### src/rtl/ram_arbiter_pkg.sv
// Shared encodings for the unified-RAM arbiter: FSM states, grant owners, byte-select width.
// Optional feature macro: RAM_ARB_FAIR_EN (round-robin instead of DATA-priority in IDLE).
package ram_arbiter_pkg;

  typedef enum logic [1:0] {
    ST_IDLE = 2'd0,
    ST_BUSY = 2'd1,
    ST_RESP = 2'd2
  } state_e;

  typedef enum logic {
    OWNER_INST = 1'b0,
    OWNER_DATA = 1'b1
  } owner_e;

  localparam int MEM_SEL            = 4;
  localparam int DEF_TIMEOUT_CYCLES = 255;

  function automatic owner_e other_owner(input owner_e o);
    return (o == OWNER_INST) ? OWNER_DATA : OWNER_INST;
  endfunction

endpackage

### src/rtl/ram_arb_timer.sv
// Wait-state counter for one BUSY episode; pulses timeout on the cycle the count
// reaches TIMEOUT_CYCLES-1 while the RAM is still not ready.
module ram_arb_timer
  import ram_arbiter_pkg::*;
#(
  parameter int TIMEOUT_CYCLES = DEF_TIMEOUT_CYCLES
) (
  input  logic clk,
  input  logic rst,
  input  logic clr,
  input  logic en,
  output logic timeout
);

  localparam int            CW   = (TIMEOUT_CYCLES > 1) ? $clog2(TIMEOUT_CYCLES) : 1;
  localparam logic [CW-1:0] LAST = CW'(TIMEOUT_CYCLES - 1);

  logic [CW-1:0] cnt_q, cnt_d;

  always_comb begin
    cnt_d = cnt_q;
    if (clr)     cnt_d = '0;
    else if (en) cnt_d = cnt_q + CW'(1);
  end

  always_ff @(posedge clk or posedge rst) begin
    if (rst) cnt_q <= '0;
    else     cnt_q <= cnt_d;
  end

  assign timeout = en && !clr && (cnt_q == LAST);

endmodule

### src/rtl/ram_arbiter.sv
// Serialises IF and MEM requests onto one single-port RAM with req/ready wait states.
// Define RAM_ARB_FAIR_EN for round-robin contention resolution; default is DATA priority.
module ram_arbiter
  import ram_arbiter_pkg::*;
#(
  parameter int ADDR_WIDTH     = 32,
  parameter int DATA_WIDTH     = 32,
  parameter int TIMEOUT_CYCLES = DEF_TIMEOUT_CYCLES
) (
  input  logic                  clk,
  input  logic                  rst,
  input  logic                  inst_req,
  input  logic [ADDR_WIDTH-1:0] inst_addr,
  output logic [DATA_WIDTH-1:0] inst_rdata,
  output logic                  inst_done,
  input  logic                  data_req,
  input  logic [MEM_SEL-1:0]    data_write_en,
  input  logic [ADDR_WIDTH-1:0] data_addr,
  input  logic [DATA_WIDTH-1:0] data_write_data,
  output logic [DATA_WIDTH-1:0] data_rdata,
  output logic                  data_done,
  output logic                  bus_error,
  output logic                  stall_inst,
  output logic                  stall_data,
  output logic                  mem_req,
  output logic [MEM_SEL-1:0]    mem_write_en,
  output logic [ADDR_WIDTH-1:0] mem_addr,
  output logic [DATA_WIDTH-1:0] mem_write_data,
  input  logic [DATA_WIDTH-1:0] mem_rdata,
  input  logic                  mem_ready
);

  state_e                state_q, state_d;
  owner_e                owner_q, owner_d;
  logic [ADDR_WIDTH-1:0] addr_q, addr_d;
  logic [MEM_SEL-1:0]    we_q, we_d;
  logic [DATA_WIDTH-1:0] wdata_q, wdata_d;
  logic [DATA_WIDTH-1:0] inst_rdata_q, inst_rdata_d;
  logic [DATA_WIDTH-1:0] data_rdata_q, data_rdata_d;
  logic                  err_q, err_d;
  logic                  grant;
  owner_e                grant_owner;
  logic                  tmr_en, tmr_timeout;

`ifdef RAM_ARB_FAIR_EN
  owner_e last_owner_q, last_owner_d;
`endif

  // Grant decision: IDLE arbitrates, RESP only hands off to the other requester.
  always_comb begin
    grant       = 1'b0;
    grant_owner = OWNER_DATA;
    case (state_q)
      ST_IDLE: begin
        if (inst_req && data_req) begin
          grant = 1'b1;
`ifdef RAM_ARB_FAIR_EN
          grant_owner = other_owner(last_owner_q);
`else
          grant_owner = OWNER_DATA;
`endif
        end else if (data_req) begin
          grant       = 1'b1;
          grant_owner = OWNER_DATA;
        end else if (inst_req) begin
          grant       = 1'b1;
          grant_owner = OWNER_INST;
        end
      end
      ST_RESP: begin
        grant_owner = other_owner(owner_q);
        grant       = (owner_q == OWNER_INST) ? data_req : inst_req;
      end
      default: ;
    endcase
  end

  // Next state and request/response registers.
  always_comb begin
    state_d      = state_q;
    owner_d      = owner_q;
    addr_d       = addr_q;
    we_d         = we_q;
    wdata_d      = wdata_q;
    inst_rdata_d = inst_rdata_q;
    data_rdata_d = data_rdata_q;
    err_d        = err_q;
    case (state_q)
      ST_IDLE, ST_RESP: begin
        state_d = grant ? ST_BUSY : ST_IDLE;
        if (grant) begin
          owner_d = grant_owner;
          if (grant_owner == OWNER_INST) begin
            addr_d  = inst_addr;
            we_d    = '0;
            wdata_d = '0;
          end else begin
            addr_d  = data_addr;
            we_d    = data_write_en;
            wdata_d = data_write_data;
          end
        end
      end
      ST_BUSY: begin
        // A ready in the timeout cycle still counts as a normal completion.
        if (mem_ready || tmr_timeout) begin
          state_d = ST_RESP;
          err_d   = !mem_ready;
          if (owner_q == OWNER_INST) inst_rdata_d = mem_ready ? mem_rdata : '0;
          else                       data_rdata_d = mem_ready ? mem_rdata : '0;
        end
      end
      default: state_d = ST_IDLE;
    endcase
  end

`ifdef RAM_ARB_FAIR_EN
  always_comb begin
    last_owner_d = last_owner_q;
    if (grant) last_owner_d = grant_owner;
  end

  always_ff @(posedge clk or posedge rst) begin
    if (rst) last_owner_q <= OWNER_INST;
    else     last_owner_q <= last_owner_d;
  end
`endif

  always_ff @(posedge clk or posedge rst) begin
    if (rst) begin
      state_q      <= ST_IDLE;
      owner_q      <= OWNER_DATA;
      addr_q       <= '0;
      we_q         <= '0;
      wdata_q      <= '0;
      inst_rdata_q <= '0;
      data_rdata_q <= '0;
      err_q        <= 1'b0;
    end else begin
      state_q      <= state_d;
      owner_q      <= owner_d;
      addr_q       <= addr_d;
      we_q         <= we_d;
      wdata_q      <= wdata_d;
      inst_rdata_q <= inst_rdata_d;
      data_rdata_q <= data_rdata_d;
      err_q        <= err_d;
    end
  end

  assign tmr_en = (state_q == ST_BUSY) && !mem_ready;

  ram_arb_timer #(
    .TIMEOUT_CYCLES(TIMEOUT_CYCLES)
  ) u_timer (
    .clk    (clk),
    .rst    (rst),
    .clr    (grant),
    .en     (tmr_en),
    .timeout(tmr_timeout)
  );

  // RAM side comes only from registers so requester inputs never glitch onto the bus.
  always_comb begin
    mem_req   = (state_q == ST_BUSY);
    inst_done = (state_q == ST_RESP) && (owner_q == OWNER_INST);
    data_done = (state_q == ST_RESP) && (owner_q == OWNER_DATA);
    bus_error = (state_q == ST_RESP) && err_q;
  end

  assign mem_addr       = addr_q;
  assign mem_write_en   = we_q;
  assign mem_write_data = wdata_q;
  assign inst_rdata     = inst_rdata_q;
  assign data_rdata     = data_rdata_q;
  assign stall_inst     = inst_req && !inst_done;
  assign stall_data     = data_req && !data_done;

endmodule

### config.mk
export PLATFORM = sky130hd
export DESIGN_NAME = ram_arbiter
export DESIGN_NICKNAME = d
export VERILOG_FILES = /design/src/rtl/ram_arbiter_pkg.sv /design/src/rtl/ram_arb_timer.sv /design/src/rtl/ram_arbiter.sv
export SDC_FILE = /design/constraint.sdc
export NUM_CORES = 1
export LEC_CHECK = 0
export CORE_ASPECT_RATIO = 0.75
export CORE_MARGIN = 4
export CORE_UTILIZATION = 45
export CTS_BUF_LIST = sky130_fd_sc_hd__clkbuf_4 sky130_fd_sc_hd__clkbuf_8
export CTS_CLUSTER_SIZE = 25
export DETAILED_ROUTE_END_ITERATION = 12
export PLACE_DENSITY_LB_ADDON = 0.12
export SLEW_MARGIN = 15
export SYNTH_ARGS = -nofsm -noshare
export SYNTH_HDL_FRONTEND = slang
export SYNTH_SLANG_ARGS = --single-unit
### constraint.sdc
create_clock -name clk -period 5.9 [get_ports clk]
set_input_delay 1.18 -clock clk [delete_from_list [all_inputs] [get_ports clk]]
set_output_delay 1.18 -clock clk [all_outputs]
set_load 0.005 [all_outputs]
==> summary.txt, run 1 <==
Synth
  • Post-synth EDFFs: 0
  • Post-synthesis cell type with the largest combined area: dfrtp_1
  • Main flop type after synthesis: dfrtp_1
  • Top cell type's share of synthesized area: 51.1%
  • Post-Syn Area: 0.00700 sq mm
  • Avg Cell Area, Syn: about 9.8 sq um
  • Synth top cells by count: nand2_1 (168), dfrtp_1 (143), o21ai_0 (97)
  • Flops & latches, synth: 144
  • Most common cell in the netlist: nand2_1
  • Register area share after synthesis: 51.5%
  • Mapped Nets: 850
  • Cell count after synthesis: a little over 700
  • Leading post-synthesis cells by cell area: dfrtp_1 (51%), nand2_1 (9.0%), o21ai_0 (6.9%), mux2_4 (6.9%), mux2_2 (5.3%)
  • Synth warnings: 0
  • Unique cell type count in the Yosys netlist: 40
  • Share of synthesized registers carrying an async set or reset: 100%

Critical path
  • Critical path cell sequence: clkdlybuf4s50_1 > nor2b_1 > clkdlybuf4s50_1
  • Slowest stage cell, crit path: clkdlybuf4s50_1
  • Critical Path Most Common Cell: clkdlybuf4s50_1
  • Kind of start point of the critical path: primary input
  • Critical Path Sink Type: primary output
  • Crit path largest cell delay: around 0.55 ns
  • Data arrival time of the critical path: 2.38 ns
  • Category of the most critical setup path: primary input to primary output
  • Worst path buffer plus inverter count: 2
  • Maximum fanout along the worst path: 3
  • CP required: 4.72 ns
  • R2r startpoint: state_q[1]$_DFFE_PP0P_
  • Launch point of the worst path: data_req
  • Top Family by Delay on Critical Path: buffers and inverters

Power and ir drop
  • Leak Pwr: 0.00450 uW
  • Power per Cell Area: approximately 460 mW/mm^2
  • Register share of total power: 36.1%
  • Clock power share: 18.5%
  • Net switching power: 1530 uW
  • Maximum vdd drop: 0.269 mV
  • Logic pwr share: 45.4%
  • Power Internal: 3130 uW
  • Switching share of power: 32.7%

Placement
  • Post-placement cell count: 1150
  • HPWL Detailed: around 13 mm
  • Gp weighted congestion: 0.761
  • Number of buffers added on ports: 274

STA
  • Actual slew at the worst max-slew pin: 1.13 ns
  • Endpoints failing hold: 0
  • Timing-limited maximum frequency: 281 MHz
  • Final Max Tran Viols: 0
  • Setup total negative slack: 0 ns
  • RSZ-0062 raised after global routing: no
  • Final Critical Period: 3.56 ns
  • Tcrit/Tclk final: 60.4%
  • Final setup violation count: 0
  • Worst max-slew margin expressed relative to the limit: 24.3%
  • Worst clock skew: approximately 0.0094 ns

Floorplan
  • Initial Util: 46.0%
  • Vertical extent of the die: ~120 um
  • Count of pins on the block boundary: 275
  • Row cnt: 39
  • Core footprint: 0.0152 sq mm
  • Die Wd: 152 um
  • Die area: 0.0176 sq mm

Min path
  • Launch instance of the worst min-delay path: mem_addr[29]$_DFFE_PP0P_
  • Min-Delay Path Class: flop to flop

Layout
  • Antenna fix cells: 0
  • Fraction of layout instances using a drive strength above 1: 11.8%
  • Growth of design area from synthesis to finish: 46.1%
  • Fin cells: 1182
  • Count of nets after finishing: 1103

Clock network
  • TritonCTS buffer count: 17
  • CTS Buffer Depth: 2
  • Sinks on Clock Net: 144
  • Post-CTS Hold Fix Bufs: 0
  • Clock-pin slew reported for the worst setup and hold paths after clock tree synthesis: 0.08 ns
  • Number of setup buffers added after CTS: 0
  • Root cell of the clock tree: clkbuf_8
  • CTS tree: yes
  • Worst-Skew Late Latency: 0.44 ns
  • Number of levels the H-tree was split into: 4
  • Number of gates resized after cts: 0

Flow run
  • Max-cap violations: 0

Drt
  • Antenna viol nets, final: 0
  • DRC Markers: 0
  • Via count: around 5800
  • Average via count per standard cell: 4.90
  • First drt pass iteration count: 5
  • DRT iter0 DRCs: between 300 and 400
  • Total Routed Length: roughly 19 mm
  • Average wire length per cell after detail routing: 16.3 um

Global route
  • First-pass GRT wire length: 30.4 mm
  • Via count of the first global-routing pass: 5794
  • Pin count of the biggest net entering global routing: 106
  • Total Routing Usage GR: 21.5%
  • Overflow left after global routing: 0
  • Number of antenna violations at the first check in global routing: 0

Run status
  • Run status: finished clean
## placed cells by master, fill, tap and decap left out, types with 3 or more instances in the layout
cell type / count
a21oi_1: 33
buf_4: 8
bufinv_16: 4
clkbuf_8: 17
clkdlybuf4s50_1: 274
clkinv_2: 3
clkinv_4: 3
dfrtp_1: 143
inv_1: 40
inv_6: 3
mux2_2: 33
mux2_4: 32
mux2i_1: 36
nand2_1: 168
nand4_1: 3
nor2_1: 42
o21ai_0: 97
xnor2_1: 3
xor2_1: 3
## worst reg2reg max path, stage by stage (launching register included)
cell	delay, ns
dfrtp_1	0.53
and3b_2	0.32
nor2_4	0.65
buf_4	0.50
mux2_4	0.35
mux2_2	0.27
## through the flow
| stage | cell area (sq um) | worst slack, ns | utilization [%] | total power, uW | hold WS [ns] |
|---|---|---|---|---|---|
| global placement | 9790 | 2.11 | 64.3 | 3790 | 0.489 |
| global route | 10200 | 2.27 | 67.2 | 4970 | 0.534 |
| CTS | 10200 | 2.33 | 67.2 | 4720 | 0.512 |
| floorplan | 7000 | 0.855 | - | 2720 | 0.486 |
| finish | 10200 | 2.34 | 67.2 | 4660 | 0.509 |
| detailed placement | 9790 | 2.12 | 64.3 | 3830 | 0.497 |
## routing by layer
layer  wire length [um]  up-vias  GRT usage, %
li1                   -     2838             -
met1               8460     2731          27.9
met2               9010      205          34.5
met3               1530       17          8.59
met4                204        0          4.85
met5                  0        -             0
## path summary, 6_finish.rpt
| kind | to | slack [ns] | cells past startpoint |
|---|---|---|---|
| setup / recovery | stall_data | 2.34 | 3 |
| hold / removal | mem_addr[29]$_DFFE_PP0P_ | 0.51 | 1 |
| setup reg to reg | mem_addr[31]$_DFFE_PP0P_ | 3.17 | 5 |
| hold reg to reg | mem_addr[29]$_DFFE_PP0P_ | 0.51 | 1 |
| max in group asynchronous | mem_write_data[17]$_DFFE_PP0P_ | 3.51 | 3 |
| min in group asynchronous | data_rdata[24]$_DFFE_PP0P_ | 1.28 | 2 |
## cell type report
type                       count  area, sq um
clock inverter                13          186
sequential                   144         3600
timing repair buffer         282         2800
clock buffer                  19          249
inverter                      42          163
tap                          205          256
fill                        1209         5000
multi-input combinational    477         2970
## power by group through the flow
stage               registers [uW]  logic (uW)  clock network (uW)
floorplan                     1680        1040                   0
global placement              1680        2110                   0
detailed placement            1690        2140                   0
CTS                           1680        2150                 890
global route                  1730        2300                 932
finish                        1680        2120                 864
## state kept, by name, summed over array words and instances, names as in the netlist
signal and flops:
data_rdata 32, err_q 1, inst_rdata 32, mem_addr 32, mem_write_data 32, mem_write_en 4
owner_q 1, state_q 2, u_timer.cnt_q 8
## logic make-up (layout without fill, tap and decap cells)
logic type | Yosys count | count (layout) | share of synthesized area, %
xor+xnor | 6 | 6 | 0.751
mux | 101 | 101 | 17.3
flops | 144 | 144 | 51.5
buf+inv | 90 | 356 | 6.45
simple gates | 230 | 230 | 13.5
fa+ha+maj | 2 | 2 | 0.357
compound gates | 138 | 138 | 10.1
Note: power is estimated with default switching activity, not from simulation.
==> run 2, diff against run 1 <==
CORE_UTILIZATION = 41   (was 45)
clock period = 3.2 ns   (was 5.9 ns; I/O delays follow)
==> run 2 against run 1 <==
Flip-flop and latch count did not move. Hold slack got worse by 0.00095 ns. Combinational power rose by 86%. Critical endpoint is now mem_req. Largest power group unchanged.
==> summary.txt, run 2 (same netlist as run 1, synthesis figures left out) <==
Run status
  • Run status: finished clean

Critical path
  • Slack of the worst reg-to-reg path: 1.11 ns
  • Slowest stage cell, crit path: clkdlybuf4s50_1
  • Kind of start point of the critical path: flop
  • Critical path cell sequence: or2b_1 > inv_1 > clkdlybuf4s50_1
  • Category of the most critical setup path: flop to primary output
  • Critical Path Sink Type: primary output
  • Data arrival time of the critical path: 1.99 ns
  • CP required: 2.56 ns
  • Cell count of the worst reg-to-reg path: 4
  • Crit path largest cell delay: around 0.56 ns
  • Maximum fanout along the worst path: 9

Drt
  • DRC Markers: 0
  • Via count: around 5700
  • First drt pass iteration count: 4
  • Average wire length per cell after detail routing: 15.7 um
  • Total Routed Length: 18.8 mm
  • Antenna viol nets, final: 0
  • Average via count per standard cell: 4.79
  • DRT iter0 DRCs: ~390

Clock network
  • Post-CTS Hold Fix Bufs: 0
  • Root cell of the clock tree: clkbuf_8
  • Number of gates resized after cts: 0
  • Worst-Skew Late Latency: 0.44 ns
  • CTS Buffer Depth: 2
  • Number of levels the H-tree was split into: 4
  • CTS tree: yes
  • Sinks on Clock Net: 144
  • Number of setup buffers added after CTS: 0
  • TritonCTS buffer count: 17
  • Clock-pin slew reported for the worst setup and hold paths after clock tree synthesis: 0.08 ns

Power and ir drop
  • Total power after layout: 8510 uW
  • Leak Pwr: ~0.0045 uW
  • Power per Cell Area: 820 mW/mm^2
  • Maximum vdd drop: 0.439 mV

Floorplan
  • Die area: 0.0193 sq mm
  • Row cnt: 41
  • Die Wd: roughly 160 um
  • Initial Util: 41.7%
  • Vertical extent of the die: 121 um
  • Count of pins on the block boundary: 275
  • Core footprint: 0.0168 sq mm

Layout
  • Filler instances: between 1000 and 1500
  • Growth of design area from synthesis to finish: 48.1%
  • Count of nets after finishing: around 1100
  • Fraction of layout instances using a drive strength above 1: 12.5%
  • Most common cell after layout, fill and taps aside: clkdlybuf4s50_1
  • Antenna fix cells: 0
  • Commonest non-fill, non-tap cells in the layout: clkdlybuf4s50_1 (274), nand2_1 (168), dfrtp_1 (143)

Global route
  • Overflow left after global routing: 0
  • Pin count of the biggest net entering global routing: 66
  • Total Routing Usage GR: 19.6%
  • Via count of the first global-routing pass: 5647
  • First-pass GRT wire length: 30.3 mm
  • Number of antenna violations at the first check in global routing: 0

STA
  • Actual slew at the worst max-slew pin: 0.638 ns
  • Final Critical Period: 2.63 ns
  • Final setup violation count: 0
  • Endpoints failing hold: 0
  • Hold slack: 0.508 ns
  • Worst clock skew: 0.0138 ns
  • Final Max Tran Viols: 0
  • RSZ-0062 raised after global routing: no
  • Timing-limited maximum frequency: 380 MHz
  • Setup total negative slack: 0 ns
  • Worst max-slew margin expressed relative to the limit: 57.4%
  • Tcrit/Tclk final: 82.2%

Placement
  • Number of buffers added on ports: 274
  • Gp weighted congestion: around 0.75
  • HPWL Detailed: around 13 mm

Flow run
  • Max-cap violations: 0

Min path
  • Min-Delay Path Class: flop to flop
  • Worst hold path stage count: 1
## run 2: metrics by stage
| stage | setup slack (ns) | cells | util (%) | cell area, sq um |
|---|---|---|---|---|
| 2_1_floorplan | 0.756 | 711 | - | 7010 |
| 3_3_place_gp | 0.534 | 1168 | 59.4 | 9960 |
| 3_5_place_dp | 0.465 | 1168 | 59.4 | 9960 |
| 4_1_cts | 0.494 | 1200 | 61.8 | 10400 |
| 5_1_grt | 0.461 | 1200 | 61.8 | 10400 |
| 6_report | 0.570 | 1200 | 61.8 | 10400 |
## run 2: final cells by class
type	instances	area, sq um	share of cell area (%)
repair buffers	290	2960	28.6
well taps	215	269	2.59
flip-flops and latches	144	3600	34.8
multi-input cells	477	2970	28.6
inverters	42	161	1.56
clock buffers	18	248	2.39
clock inverters	14	158	1.52
## run 2: worst paths after layout
| check | start | endpoint |
|---|---|---|
| min in group asynchronous | rst | inst_rdata[25]$_DFFE_PP0P_ |
| max in group asynchronous | rst | mem_write_data[11]$_DFFE_PP0P_ |
| worst min register to register | mem_addr[16]$_DFFE_PP0P_ | mem_addr[16]$_DFFE_PP0P_ |
| worst min-delay path | mem_addr[16]$_DFFE_PP0P_ | mem_addr[16]$_DFFE_PP0P_ |
| worst max register to register | state_q[1]$_DFFE_PP0P_ | mem_addr[20]$_DFFE_PP0P_ |
| worst max-delay path | state_q[1]$_DFFE_PP0P_ | mem_req |
## run 2: metal layers
| metal | share of wire (%) | global-route usage [%] | wire length [um] | vias up |
|---|---|---|---|---|
| li1 | - | - | - | 2866 |
| met1 | 46 | 26.8 | 8690 | 2680 |
| met2 | 46 | 30.4 | 8570 | 183 |
| met3 | 7.3 | 6.25 | 1370 | 17 |
| met4 | 0.97 | 5.09 | 182 | 0 |
| met5 | 0 | 0 | 0 | - |
## run 2: critical path, delay by kind of cell, from the launching register on
family	cells	cell delay [ns]
buf+inv	2	0.70
flops	1	0.51
simple gates	1	0.34
## run 2: power breakdown
part           leakage, uW  total (uW)  internal, uW  switching, uW
clock             0.000196        1470           725            749
sequential         0.00160        3080          2580            502
combinational      0.00274        3950          2400           1550
total              0.00454        8510          5700           2800
==> run 3, diff against run 2 <==
CORE_UTILIZATION = 45   (was 41)
clock period = 2.7 ns   (was 3.2 ns; I/O delays follow)
==> run 3 against run 2 <==
Design area is 0.13% higher. Sequential power is 19% higher. Register-to-register slack worse by 0.43 ns. Flip-flop and latch count stayed put. Wire length is 1.1% higher. Largest power group unchanged. Clock power is 26% higher. Combinational power is 20% higher. Critical path type unchanged. Non-clock buffer count stayed put. Hold slack better by 0.00075 ns. Clock-buffer cell count stayed put.
==> summary.txt, run 3 (same netlist as run 1, synthesis figures left out) <==
STA
  • Final setup violation count: 0
  • Tcrit/Tclk final: 93.6%
  • Worst max-slew margin expressed relative to the limit: 54.2%
  • Final Max Tran Viols: 0
  • Final Critical Period: 2.53 ns
  • RSZ-0062 raised after global routing: no
  • Endpoints failing hold: 0
  • Timing-limited maximum frequency: just under 400 MHz
  • Worst clock skew: 0.0104 ns
  • Setup total negative slack: 0 ns
  • Actual slew at the worst max-slew pin: 0.687 ns

Layout
  • Antenna fix cells: 0
  • Multi-input logic area: 0.00297 sq mm
  • Growth of design area from synthesis to finish: 48.3%
  • Count of nets after finishing: 1111
  • Commonest non-fill, non-tap cells in the layout: clkdlybuf4s50_1 (274), nand2_1 (168), dfrtp_1 (143)
  • Area used by sequential logic in the layout: 0.00360 sq mm
  • Filler instances: 1251
  • Fraction of layout instances using a drive strength above 1: 12.5%
  • Most common cell after layout, fill and taps aside: clkdlybuf4s50_1

Placement
  • HPWL Detailed: 13.5 mm
  • Number of buffers added on ports: between 200 and 300
  • Gp weighted congestion: 0.821

Global route
  • Overflow left after global routing: 0
  • Number of antenna violations at the first check in global routing: 0
  • Via count of the first global-routing pass: 5822
  • First-pass GRT wire length: 30.8 mm
  • Total Routing Usage GR: between 20% and 30%
  • Pin count of the biggest net entering global routing: 78

Clock network
  • CTS tree: yes
  • Number of gates resized after cts: 0
  • Number of levels the H-tree was split into: 4
  • CTS Buffer Depth: 2
  • TritonCTS buffer count: 17
  • Worst-Skew Late Latency: 0.45 ns
  • Post-CTS Hold Fix Bufs: 0
  • Clock-pin slew reported for the worst setup and hold paths after clock tree synthesis: around 0.080 ns
  • Root cell of the clock tree: clkbuf_8
  • Sinks on Clock Net: 144
  • Number of setup buffers added after CTS: 0

Floorplan
  • Vertical extent of the die: approximately 120 um
  • Die Wd: ~150 um
  • Die area: 0.0176 sq mm
  • Initial Util: 46.0%
  • Count of pins on the block boundary: 275
  • Row cnt: 39
  • Core footprint: between 0.015 and 0.02 sq mm

Critical path
  • Critical Path Sink Type: primary output
  • CP required: 2.16 ns
  • Kind of start point of the critical path: flop
  • Category of the most critical setup path: flop to primary output
  • Data arrival time of the critical path: 1.99 ns
  • Maximum fanout along the worst path: 9

Power and ir drop
  • Maximum vdd drop: 0.427 mV
  • Leak Pwr: between 0.004 and 0.005 uW
  • Total power after layout: 10300 uW
  • Power per Cell Area: 989 mW/mm^2

Drt
  • First drt pass iteration count: 4
  • Average via count per standard cell: 4.86
  • Average wire length per cell after detail routing: roughly 16 um
  • Via count: 5785
  • Total Routed Length: 19.0 mm
  • DRT iter0 DRCs: 293
  • DRC Markers: 0
  • Antenna viol nets, final: 0

Flow run
  • Max-cap violations: 0

Run status
  • Run status: finished clean

Min path
  • Min-Delay Path Class: flop to flop
-- run 3: cell types whose count changed in the layout (fill, tap and decap cells not counted), moves of 2 or more --
cell,before,now
bufinv_16,2,4
inv_6,3,1
clkinv_2,1,4
clkinv_4,5,3
-- run 3: critical path, stage by stage (launching register included) --
cell and delay [ns]:
dfrtp_1 0.52, or2b_1 0.34, inv_1 0.14, clkdlybuf4s50_1 0.55
-- run 3: layer usage --
metal / GRT usage (%) / vias to the layer above / wire [um]
li1: - / 2866 / -
met1: 28.1 / 2719 / 8450
met2: 35.0 / 176 / 8820
met3: 7.80 / 24 / 1440
met4: 6.53 / 0 / 295
met5: 0 / - / 0
-- run 3: cell type report --
class,instances,share of cell area (%)
repair buffers,290,28.5
clock inverters,14,1.83
multi-input cells,477,28.6
inverters,42,1.55
flip-flops and latches,144,34.7
clock buffers,18,2.33
well taps,205,2.47
-- run 3: power breakdown --
part | internal, uW | switching (uW) | total, uW
sequential | 3060 | 606 | 3660
combinational | 2890 | 1870 | 4750
clock | 1020 | 838 | 1850
total | 6960 | 3310 | 10300
-- run 3: final timing paths --
kind / endpoint / slack (ns) / depth (start not counted) / from
setup / recovery: mem_req / 0.17 / 3 / state_q[1]$_DFFE_PP0P_
hold / removal: mem_addr[17]$_DFFE_PP0P_ / 0.51 / 1 / mem_addr[17]$_DFFE_PP0P_
setup reg to reg: mem_addr[30]$_DFFE_PP0P_ / 0.68 / 5 / state_q[1]$_DFFE_PP0P_
hold reg to reg: mem_addr[17]$_DFFE_PP0P_ / 0.51 / 1 / mem_addr[17]$_DFFE_PP0P_
max in group asynchronous: owner_q$_DFFE_PP1P_ / 1.75 / 3 / rst
min in group asynchronous: inst_rdata[19]$_DFFE_PP0P_ / 0.58 / 3 / rst
-- run 3: per-stage QoR --
stage               cells  worst slack, ns  utilization [%]  cell area, sq um  hold WS [ns]
finish               1190            0.172             68.2             10400         0.508
global route         1190           0.0689             68.2             10400         0.537
CTS                  1190            0.119             68.2             10400         0.513
detailed placement   1158            0.320             65.4              9950         0.494
global placement     1158            0.352             65.4              9950         0.491
floorplan             711            0.356                -              7010         0.486
